## config.mk

```make
export PLATFORM = sky130hd
export DESIGN_NAME = ifetch_flat
export DESIGN_NICKNAME = d
export VERILOG_FILES = /design/src/rtl/ifetch_pkg.sv /design/src/rtl/ifetch_if.sv /design/src/rtl/ifetch_nextpc.sv /design/src/rtl/ifetch.sv /design/src/flat_wrapper.sv
export SDC_FILE = /design/constraint.sdc
export NUM_CORES = 1
export LEC_CHECK = 0
export CORE_AREA = 2 2 125 127
export CTS_BUF_LIST = sky130_fd_sc_hd__clkbuf_2 sky130_fd_sc_hd__clkbuf_4 sky130_fd_sc_hd__clkbuf_8
export DETAILED_ROUTE_END_ITERATION = 10
export DIE_AREA = 0 0 127 129
export PLACE_DENSITY = 0.87
export SETUP_SLACK_MARGIN = 0.02
export SYNTH_ARGS = -nofsm -noshare
export SYNTH_HDL_FRONTEND = slang
export SYNTH_SLANG_ARGS = --single-unit
export TNS_END_PERCENT = 100
```

## constraint.sdc

```tcl
create_clock -name clk -period 3.95 [get_ports clk]
set_input_delay 0.5925 -clock clk [delete_from_list [all_inputs] [get_ports clk]]
set_output_delay 0.5925 -clock clk [all_outputs]
set_load 0.03 [all_outputs]
```

## src/rtl/ifetch_pkg.sv

```systemverilog
// Shared definitions for the instruction fetch stage: opcodes, FSM states,
// immediate extraction helpers and the next-PC decision record.
package ifetch_pkg;

  localparam int XLEN = 32;

  typedef logic [XLEN-1:0] word_t;

  localparam logic [6:0] OP_JAL    = 7'b1101111;
  localparam logic [6:0] OP_JALR   = 7'b1100111;
  localparam logic [6:0] OP_BRANCH = 7'b1100011;

  typedef enum logic [2:0] {
    S_FETCH,
    S_WAIT,
    S_SEND,
    S_STALL,
    S_DRAIN
  } state_t;

  // Outcome of pre-decoding one returned instruction word.
  typedef struct packed {
    word_t next_pc;
    logic  pred_taken;
    logic  is_jalr;
  } nextpc_t;

  // J-type immediate, 21 bits sign-extended to XLEN.
  function automatic word_t imm_j(input word_t inst);
    return {{11{inst[31]}}, inst[31], inst[19:12], inst[20], inst[30:21], 1'b0};
  endfunction

  // B-type immediate, 13 bits sign-extended to XLEN.
  function automatic word_t imm_b(input word_t inst);
    return {{19{inst[31]}}, inst[31], inst[7], inst[30:25], inst[11:8], 1'b0};
  endfunction

endpackage

```

## src/rtl/ifetch_if.sv

```systemverilog
// Bundle of the fetch stage's icache, predictor, instruction-queue and
// redirect signals; master is the fetch stage, slave is its surroundings.
interface ifetch_if;
  import ifetch_pkg::*;

  // icache request/response
  logic  icache_req;
  word_t icache_addr;
  logic  icache_valid;
  word_t icache_inst;

  // branch predictor query
  word_t query_pc;
  logic  predict_result;

  // instruction queue output slot
  logic  inst_valid;
  logic  inst_ready;
  word_t inst;
  word_t inst_pc;
  logic  inst_pred_taken;

  // ROB redirect
  logic  flush;
  word_t flush_pc;

  modport master (
    output icache_req, icache_addr, query_pc,
    output inst_valid, inst, inst_pc, inst_pred_taken,
    input  icache_valid, icache_inst, predict_result,
    input  inst_ready, flush, flush_pc
  );

  modport slave (
    input  icache_req, icache_addr, query_pc,
    input  inst_valid, inst, inst_pc, inst_pred_taken,
    output icache_valid, icache_inst, predict_result,
    output inst_ready, flush, flush_pc
  );

endinterface

```

## src/rtl/ifetch_nextpc.sv

```systemverilog
// Combinational pre-decode: picks the next fetch PC and predicted direction
// from the fetch PC, the returned word and the predictor's answer.
module ifetch_nextpc
  import ifetch_pkg::*;
(
  input  word_t   pc_i,
  input  word_t   inst_i,
  input  logic    predict_i,
  output nextpc_t res_o
);

  word_t pc_seq;
  word_t pc_jal;
  word_t pc_br;

  // All adds wrap modulo 2^XLEN by construction.
  assign pc_seq = pc_i + word_t'(4);
  assign pc_jal = pc_i + imm_j(inst_i);
  assign pc_br  = pc_i + imm_b(inst_i);

  always_comb begin
    // NOTE: every output gets a default before the case so no path can leave it unassigned and infer a latch.
    res_o.next_pc    = pc_seq;
    res_o.pred_taken = 1'b0;
    res_o.is_jalr    = 1'b0;
    case (inst_i[6:0])
      OP_JAL: begin
        res_o.next_pc    = pc_jal;
        res_o.pred_taken = 1'b1;
      end
      OP_BRANCH: begin
        res_o.next_pc    = predict_i ? pc_br : pc_seq;
        res_o.pred_taken = predict_i;
      end
      OP_JALR: begin
        // Target unknown until the ROB resolves it; hold the PC.
        res_o.next_pc = pc_i;
        res_o.is_jalr = 1'b1;
      end
      default: begin
      end
    endcase
  end

endmodule

```

## src/rtl/ifetch.sv

```systemverilog
// Instruction fetch stage: one request in flight, a single output slot, and
// a redirect path from the ROB that may leave one stale response to drain.
module ifetch
  import ifetch_pkg::*;
#(
  parameter word_t RESET_PC = 32'h0
) (
  input  logic clk,
  input  logic rst,
  input  logic rdy,
  ifetch_if.master bus
);

  state_t  state_q;
  word_t   pc_q;
  logic    jalr_pend_q;
  logic    inst_valid_q;
  word_t   inst_q;
  word_t   inst_pc_q;
  logic    pred_q;
  nextpc_t np;

  ifetch_nextpc u_nextpc (
    .pc_i      (pc_q),
    .inst_i    (bus.icache_inst),
    .predict_i (bus.predict_result),
    .res_o     (np)
  );

  assign bus.icache_req      = (state_q == S_FETCH) && rdy && !bus.flush;
  assign bus.icache_addr     = pc_q;
  assign bus.query_pc        = pc_q;
  assign bus.inst_valid      = inst_valid_q;
  assign bus.inst            = inst_q;
  assign bus.inst_pc         = inst_pc_q;
  assign bus.inst_pred_taken = pred_q;

  // NOTE: all registered state uses non-blocking assignments so each flop sees the values from before the edge.
  always_ff @(posedge clk or negedge rst) begin
    if (!rst) begin
      state_q      <= S_FETCH;
      pc_q         <= RESET_PC;
      jalr_pend_q  <= 1'b0;
      inst_valid_q <= 1'b0;
      inst_q       <= '0;
      inst_pc_q    <= '0;
      pred_q       <= 1'b0;
    end else if (rdy) begin
      if (bus.flush) begin
        pc_q         <= bus.flush_pc;
        inst_valid_q <= 1'b0;
        jalr_pend_q  <= 1'b0;
        // A request still unanswered will produce one response to throw away.
        state_q      <= (state_q == S_WAIT && !bus.icache_valid) ? S_DRAIN : S_FETCH;
      end else begin
        case (state_q)
          S_FETCH: state_q <= S_WAIT;
          S_WAIT: begin
            if (bus.icache_valid) begin
              inst_q       <= bus.icache_inst;
              inst_pc_q    <= pc_q;
              inst_valid_q <= 1'b1;
              pred_q       <= np.pred_taken;
              jalr_pend_q  <= np.is_jalr;
              pc_q         <= np.next_pc;
              state_q      <= S_SEND;
            end
          end
          S_SEND: begin
            if (bus.inst_ready) begin
              inst_valid_q <= 1'b0;
              state_q      <= jalr_pend_q ? S_STALL : S_FETCH;
            end
          end
          S_STALL: begin
          end
          S_DRAIN: begin
            if (bus.icache_valid) state_q <= S_FETCH;
          end
          default: state_q <= S_FETCH;
        endcase
      end
    end
  end

endmodule

```

## src/flat_wrapper.sv

```systemverilog
// flat-port wrapper written by rule: the top's interface ports become plain ports
module ifetch_flat import ifetch_pkg::*;
#(
  parameter word_t RESET_PC = 32'h0
)
  (clk, rst, rdy, bus_icache_req, bus_icache_addr, bus_query_pc, bus_inst_valid, bus_inst, bus_inst_pc, bus_inst_pred_taken, bus_icache_valid, bus_icache_inst, bus_predict_result, bus_inst_ready, bus_flush, bus_flush_pc);
  ifetch_if bus_i ();
  input  logic clk;
  input  logic rst;
  input  logic rdy;
  output wire logic [$bits(bus_i.icache_req)-1:0] bus_icache_req;
  output wire logic [$bits(bus_i.icache_addr)-1:0] bus_icache_addr;
  output wire logic [$bits(bus_i.query_pc)-1:0] bus_query_pc;
  output wire logic [$bits(bus_i.inst_valid)-1:0] bus_inst_valid;
  output wire logic [$bits(bus_i.inst)-1:0] bus_inst;
  output wire logic [$bits(bus_i.inst_pc)-1:0] bus_inst_pc;
  output wire logic [$bits(bus_i.inst_pred_taken)-1:0] bus_inst_pred_taken;
  input wire logic [$bits(bus_i.icache_valid)-1:0] bus_icache_valid;
  input wire logic [$bits(bus_i.icache_inst)-1:0] bus_icache_inst;
  input wire logic [$bits(bus_i.predict_result)-1:0] bus_predict_result;
  input wire logic [$bits(bus_i.inst_ready)-1:0] bus_inst_ready;
  input wire logic [$bits(bus_i.flush)-1:0] bus_flush;
  input wire logic [$bits(bus_i.flush_pc)-1:0] bus_flush_pc;
  assign bus_icache_req = bus_i.icache_req;
  assign bus_icache_addr = bus_i.icache_addr;
  assign bus_query_pc = bus_i.query_pc;
  assign bus_inst_valid = bus_i.inst_valid;
  assign bus_inst = bus_i.inst;
  assign bus_inst_pc = bus_i.inst_pc;
  assign bus_inst_pred_taken = bus_i.inst_pred_taken;
  assign bus_i.icache_valid = bus_icache_valid;
  assign bus_i.icache_inst = bus_icache_inst;
  assign bus_i.predict_result = bus_predict_result;
  assign bus_i.inst_ready = bus_inst_ready;
  assign bus_i.flush = bus_flush;
  assign bus_i.flush_pc = bus_flush_pc;
  ifetch #(.RESET_PC(RESET_PC)) u_core (.clk(clk), .rst(rst), .rdy(rdy), .bus(bus_i));
endmodule
```

==> key figures, run 1 <==
Flow run
  • Max-Cap Viols: 0

Setup path
  • Buf+Inv Stages, Crit Path: 1
  • Most used cell, CP: a21oi_1
  • Worst EP required: 4.28 ns
  • Crit path launch type: input pin
  • Critical path endpoint category: flip-flop
  • R2r worst-path depth: 11
  • Critical path depth: 12
  • Critical path cell sequence: clkdlybuf4s50_1 > ha_1 > fa_1 > a21o_1 > nand4_1 > and3_1 > o22ai_1 > o21ai_1 > a21oi_1 > a211oi_1 > o32ai_1 > a21oi_1
  • Critical path's top delay family: compound AO/OA/AOI/OAI gates
  • CP max stage delay: 0.43 ns
  • R2r setup slk: 0.83 ns
  • CP max stage cell: clkdlybuf4s50_1
  • Setup CP Type: input pin to flip-flop
  • Worst Path Arrival: 3.58 ns
  • Critical-path maximum fanout: 5

STA
  • Setup ws final: 0.701 ns
  • Final hold vios: 0
  • RSZ-0062 raised after global routing: no
  • Final Max Tran Viols: 0
  • Min Hold Slack: 0.274 ns
  • Setup TNS Final: 0 ns
  • Min Tclk post-route: 3.25 ns
  • Count of final setup violators: 0
  • Slew HR: 44.5%
  • Worst clock skew: 0.0121 ns
  • Worst Tran Pin Value: 0.832 ns
  • Max Fclk: 308 MHz
  • Fin crit share: 82.3%

Outcome
  • Status: completed

Placed design
  • Place WS: 0.338 ns
  • Routability cong.: 0.997
  • HPWL Detailed: 18,400 microns
  • # port buffers: 201

Final layout
  • Most frequent cells in the layout: clkdlybuf4s50_1 (200), dfrtp_1 (102), nand2_1 (87), a21oi_1 (75), mux2_2 (68)
  • Most common cell after layout, fill and taps aside: clkdlybuf4s50_1
  • Area grow syn2layout: 26.9%
  • Layout cell share with drive strength beyond 1: 11.5%
  • ANT cells: 0
  • Fin util: 69.5%
  • Fin nets: 1,211

Power
  • Peak VDD IR: 0.431 mV
  • LEAKAGE: 4.26 nW
  • Power, Total: 7.49 mW
  • PwrDens: 719 nW/um^2

GRT
  • Largest net degree at the start of global routing: 62
  • Total GRT Usage: 30.6%
  • Total gr overflow: 0
  • Initial antenna violation count: 0
  • Vias in the first global route: 7,639
  • First-pass GRT wire length: 39,900 microns

Route
  • Detail Route Antenna Nets: 0
  • Via count: 8,018
  • DR iter-0 viols: 701
  • First-pass iteration count of the detailed router: 6
  • DRC: 0
  • Routed vias/inst: 6.23
  • DR WL/cell: 19.6 microns
  • Routed WL: 25,300 microns

Logic synthesis
  • Syn Nets: 1,054
  • Ys flop type: dfrtp_1
  • Register area share after synthesis: 31.1%
  • Mapped Area: 8200 sq um
  • Synthesized area per cell: 8.75 sq um
  • Synth warnings: 0
  • Mapped Cells: 937
  • Number of flops mapped to enable cells by yosys: 0
  • FFs w/ async S/R, synth: 100%
  • Unique cell type count in the Yosys netlist: 77
  • Flops & latches, synth: 102

Die
  • Chip width: 127 microns
  • Die area: 16,400 sq um
  • Die Y: 129 microns
  • Cell Rows: 45
  • Num ports: 202
  • Core area: 15,000 sq um
  • Effective utilization at floorplan: 54.8%

Clock tree
  • CTS tree: done
  • Post-cts sizing count: 0
  • CTS root buf: clkbuf_8
  • CTS Buffer Depth: 2
  • # H-tree levels: 3
  • CTS Hold Bufs: 0
  • Clk_lat worst skew: 0.40 ns
  • Post-CTS setup buffers: 0
  • Reg clk slew, reported paths: 0.11 ns
  • Clock Sinks: 102
  • TritonCTS buffer count: 9

Worst hold path
  • Hold Path Class: input pin to async pin
[per-layer routing]
layer / wire (microns) / vias to the layer above / track usage [%]
met1: 10600 / 3804 / 39.7
met3: 2060 / 52 / 4.91
met5: 0 / - / 0
met2: 12100 / 393 / 52.8
li1: - / 3769 / -
met4: 592 / 0 / 9.63
[worst paths after layout]
kind                                             from                         end
max                               bus_icache_inst[21]  u_core.bus.icache_addr[25]
min                                               rst   u_core.bus.icache_addr[0]
max reg2reg                 u_core.bus.icache_addr[1]  u_core.bus.icache_addr[25]
min reg2reg                u_core.bus.inst_pred_taken  u_core.bus.inst_pred_taken
max in group asynchronous                         rst      u_core.bus.inst_pc[11]
min in group clk           u_core.bus.inst_pred_taken  u_core.bus.inst_pred_taken
[sequential cells by signal, summed over array words and instances, names as in the netlist]
| name | flops |
|---|---|
| u_core.bus.icache_addr | 32 |
| u_core.bus.inst | 32 |
| u_core.bus.inst_pc | 32 |
| u_core.state_q | 3 |
| u_core.bus.inst_pred_taken | 1 |
| u_core.bus.inst_valid | 1 |
| u_core.jalr_pend_q | 1 |
[cells in the mapped netlist (all sizes together), types with 5 or more instances]
master	number	share of area, %
buf	50	4.0
ha	44	6.7
nor2b	7	0.53
and2	5	0.38
xnor2	22	2.3
o22ai	6	0.46
xor2	28	3.0
inv	13	0.60
mux2	68	9.3
nand3	27	1.6
a31oi	11	1.1
a21o	21	1.9
o21bai	9	0.82
o31ai	8	0.96
dfrtp	102	31
clkbuf	30	1.4
a21oi	77	4.8
or3	22	1.7
nand2	87	4.0
o221ai	10	1.1
nor2	59	2.7
o21a	8	0.73
nand4	12	0.92
o211ai	5	0.46
o21ai	83	5.2
and3	18	1.4
mux2i	7	0.85
a211oi	12	1.3
a221oi	6	0.64
nor3	13	0.85
[stage by stage]
stage / area [sq um] / instances
global route: 10400 / 1287
global placement: 10200 / 1271
CTS: 10400 / 1287
detailed placement: 10200 / 1271
finish: 10400 / 1287
floorplan: 8200 / 937
[worst reg2reg max path, cell delays in order, from the launching register on]
cell      delay [ns]
dfrtp_1         0.48
ha_1            0.28
fa_1            0.43
a21o_1          0.22
nand4_1         0.08
and3_1          0.28
o22ai_1         0.14
o21ai_1         0.41
a21oi_1         0.21
a211oi_1        0.28
o32ai_1         0.10
a21oi_1         0.13
[logic make-up (layout without fill, tap and decap cells)]
group,after synthesis,in the layout,synth area share [%]
flip-flops,102,102,31.1
AO/OA/AOI/OAI,295,295,23.7
buffers and inverters,93,255,5.93
multiplexers,75,75,10.2
XOR/XNOR,50,50,5.34
adder cells (fa/ha/maj),46,46,7.20
AND/OR/NAND/NOR,276,276,16.5
[report_power, final]
part | internal (mW) | switching (mW) | leakage, nW
registers | 1.48 | 0.465 | 1.23
clock network | 0.242 | 0.428 | 0.0888
logic | 2.10 | 2.78 | 2.94
total | 3.82 | 3.67 | 4.26
[area by class of cell]
class / instances / area, sq um
multi-input combinational: 742 / 5180
fill: 1234 / 4570
sequential: 102 / 2550
timing repair buffer: 226 / 2210
tap: 188 / 235
clock buffer: 9 / 124
clock inverter: 7 / 61.3
inverter: 13 / 48.8
Power figures use the tool's default switching activity.
==> run 2, diff against run 1 <==
--- a/config.mk
+++ b/config.mk
@@ -5,11 +5,11 @@
 export SDC_FILE = /design/constraint.sdc
 export NUM_CORES = 1
 export LEC_CHECK = 0
-export CORE_AREA = 2 2 125 127
+export CORE_AREA = 2 2 129 131
 export CTS_BUF_LIST = sky130_fd_sc_hd__clkbuf_2 sky130_fd_sc_hd__clkbuf_4 sky130_fd_sc_hd__clkbuf_8
 export DETAILED_ROUTE_END_ITERATION = 10
-export DIE_AREA = 0 0 127 129
-export PLACE_DENSITY = 0.87
+export DIE_AREA = 0 0 131 133
+export PLACE_DENSITY = 0.83
 export SETUP_SLACK_MARGIN = 0.02
 export SYNTH_ARGS = -nofsm -noshare
 export SYNTH_HDL_FRONTEND = slang
==> constraint.sdc (replaced) <==
create_clock -name clk -period 3.1 [get_ports clk]
set_input_delay 0.465 -clock clk [delete_from_list [all_inputs] [get_ports clk]]
set_output_delay 0.465 -clock clk [all_outputs]
set_load 0.03 [all_outputs]
==> run 2 against run 1 <==
- clock-buffer cell count up 1
- critical path depth is the same
- combinational power up 43%
- critical path type unchanged
- via count rose by 5.9%
- largest power group unchanged
==> key figures, run 2 (synthesis results as in run 1) <==
STA
  • Count of final setup violators: 0
  • Slew HR: 61.2%
  • Min Tclk post-route: 2.92 ns
  • Max Fclk: 342 MHz
  • RSZ-0062 raised after global routing: yes
  • Final Max Tran Viols: 0
  • Worst Tran Pin Value: 0.583 ns
  • Final hold vios: 0
  • Setup ws final: 0.180 ns
  • Min Hold Slack: 0.0397 ns
  • Setup TNS Final: 0 ns
  • Worst clock skew: 0.0160 ns
  • Fin crit share: 94.2%

Power
  • Power, Total: 10.2 mW
  • PwrDens: 912 nW/um^2
  • Peak VDD IR: 0.625 mV
  • LEAKAGE: 4.76 nW

Clock tree
  • Clock Sinks: 102
  • CTS Hold Bufs: 0
  • TritonCTS buffer count: 9
  • # H-tree levels: 3
  • Clk_lat worst skew: 0.40 ns
  • Reg clk slew, reported paths: 0.11 ns
  • CTS Buffer Depth: 2
  • CTS root buf: clkbuf_8
  • CTS tree: done

Route
  • DRC: 0
  • Routed vias/inst: 6.00
  • First-pass iteration count of the detailed router: 6
  • DR iter-0 viols: 730
  • DR WL/cell: 19.1 microns
  • Routed WL: 27,100 microns
  • Detail Route Antenna Nets: 0
  • Via count: 8,495

Setup path
  • Crit path launch type: input pin
  • R2r worst-path depth: 10
  • Critical path endpoint category: flip-flop
  • Worst Path Arrival: 3.18 ns
  • Critical-path maximum fanout: 3
  • Worst EP required: 3.36 ns
  • Setup CP Type: input pin to flip-flop
  • Worst reg2reg path startpoint: u_core.bus.icache_addr[2]
  • RR Endpoint: u_core.bus.icache_addr[22]
  • R2r setup slk: 0.25 ns

Outcome
  • Status: completed

Final layout
  • Most frequent cells in the layout: clkdlybuf4s50_1 (200), buf_4 (120), dfrtp_1 (102), nand2_1 (87), a21oi_1 (75)
  • Fin nets: 1,308
  • Register area: 2550 sq um
  • Area of the multi-input gates: 5190 sq um
  • Fin util: 69.5%
  • Layout cell share with drive strength beyond 1: 18.6%
  • ANT cells: 0
  • Post-route insts no fill: 1,416
  • Most common cell after layout, fill and taps aside: clkdlybuf4s50_1
  • Area grow syn2layout: 36.9%
  • # fillers: 1,296
  • Final Cell Area: 11,200 sq um

GRT
  • Total gr overflow: 0
  • Largest net degree at the start of global routing: 64
  • First-pass GRT wire length: 43,600 microns
  • Vias in the first global route: 8,524
  • Total GRT Usage: 31.6%
  • Initial antenna violation count: 0

Placed design
  • Routability cong.: 0.988
  • HPWL Detailed: 20,600 microns
  • Placed insts: 1,399
  • # port buffers: 201
  • Placed cell areas: 11,000 sq um
  • Place WS: -0.216 ns

Die
  • Core area: 16,200 sq um
  • Chip width: 131 microns
  • Effective utilization at floorplan: 50.7%
  • Die Y: 133 microns
  • Cell Rows: 47
  • Num ports: 202
  • Die area: 17,400 sq um

Worst hold path
  • Hold Path Class: input pin to async pin

Flow run
  • Max-Cap Viols: 0
[run 2: what timing repair did]
action / in CTS / in global routing
setup endpoints to repair: 0 / 3
gates resized for setup: 0 / 1
setup buffers: 0 / 1
[run 2: final cells by class]
| type | count | share of cell area [%] |
|---|---|---|
| clock inverter | 6 | 0.590 |
| tap | 220 | 2.45 |
| timing repair buffer | 323 | 26.4 |
| sequential | 102 | 22.7 |
| inverter | 13 | 0.434 |
| multi-input combinational | 742 | 46.2 |
| clock buffer | 10 | 1.23 |
[run 2: worst max path at each step]
stage / from / end / slack, ns / cells past startpoint
final: bus_icache_inst[21] / u_core.bus.icache_addr[17] / 0.18 / 12
after floorplan: u_core.bus.icache_addr[2] / u_core.bus.icache_addr[22] / 0.31 / 10
after detailed placement: bus_icache_inst[22] / u_core.bus.icache_addr[22] / -0.22 / 11
after CTS: bus_icache_inst[22] / u_core.bus.icache_addr[22] / 0.20 / 11
after global routing: bus_icache_inst[8] / u_core.bus.icache_addr[24] / 0.01 / 13
after global placement: bus_icache_inst[22] / u_core.bus.icache_addr[22] / -0.14 / 11
[run 2: worst max-delay path, stage by stage]
cell and delay, ns:
clkdlybuf4s50_1 0.42, ha_1 0.27, fa_1 0.41, a21o_1 0.21
nand4_1 0.10, and3_1 0.22, o22ai_1 0.14, nor2_1 0.23
o21a_1 0.18, xnor2_1 0.08, a211oi_1 0.35, o31ai_1 0.10
[run 2: per-layer routing]
layer	vias to the layer above	routed length, microns	track usage [%]
li1	3941	-	-
met1	4110	11200	40.9
met2	387	13000	52.2
met3	57	2140	6.96
met4	0	661	10.3
met5	-	0	0
[run 2: power breakdown]
part           internal [mW]  leakage (nW)  switching (mW)
clock network          0.402         0.107           0.520
registers               1.88          1.23           0.468
logic                   3.13          3.42            3.85
==> run 3, diff against run 2 <==
--- a/config.mk
+++ b/config.mk
@@ -5,6 +5,7 @@
 export SDC_FILE = /design/constraint.sdc
 export NUM_CORES = 1
 export LEC_CHECK = 0
+export CAP_MARGIN = 20
 export CORE_AREA = 2 2 129 131
 export CTS_BUF_LIST = sky130_fd_sc_hd__clkbuf_2 sky130_fd_sc_hd__clkbuf_4 sky130_fd_sc_hd__clkbuf_8
 export DETAILED_ROUTE_END_ITERATION = 10
==> results of run 3 <==
No change in the layout: final DEF, timing and power equal those of run 2.
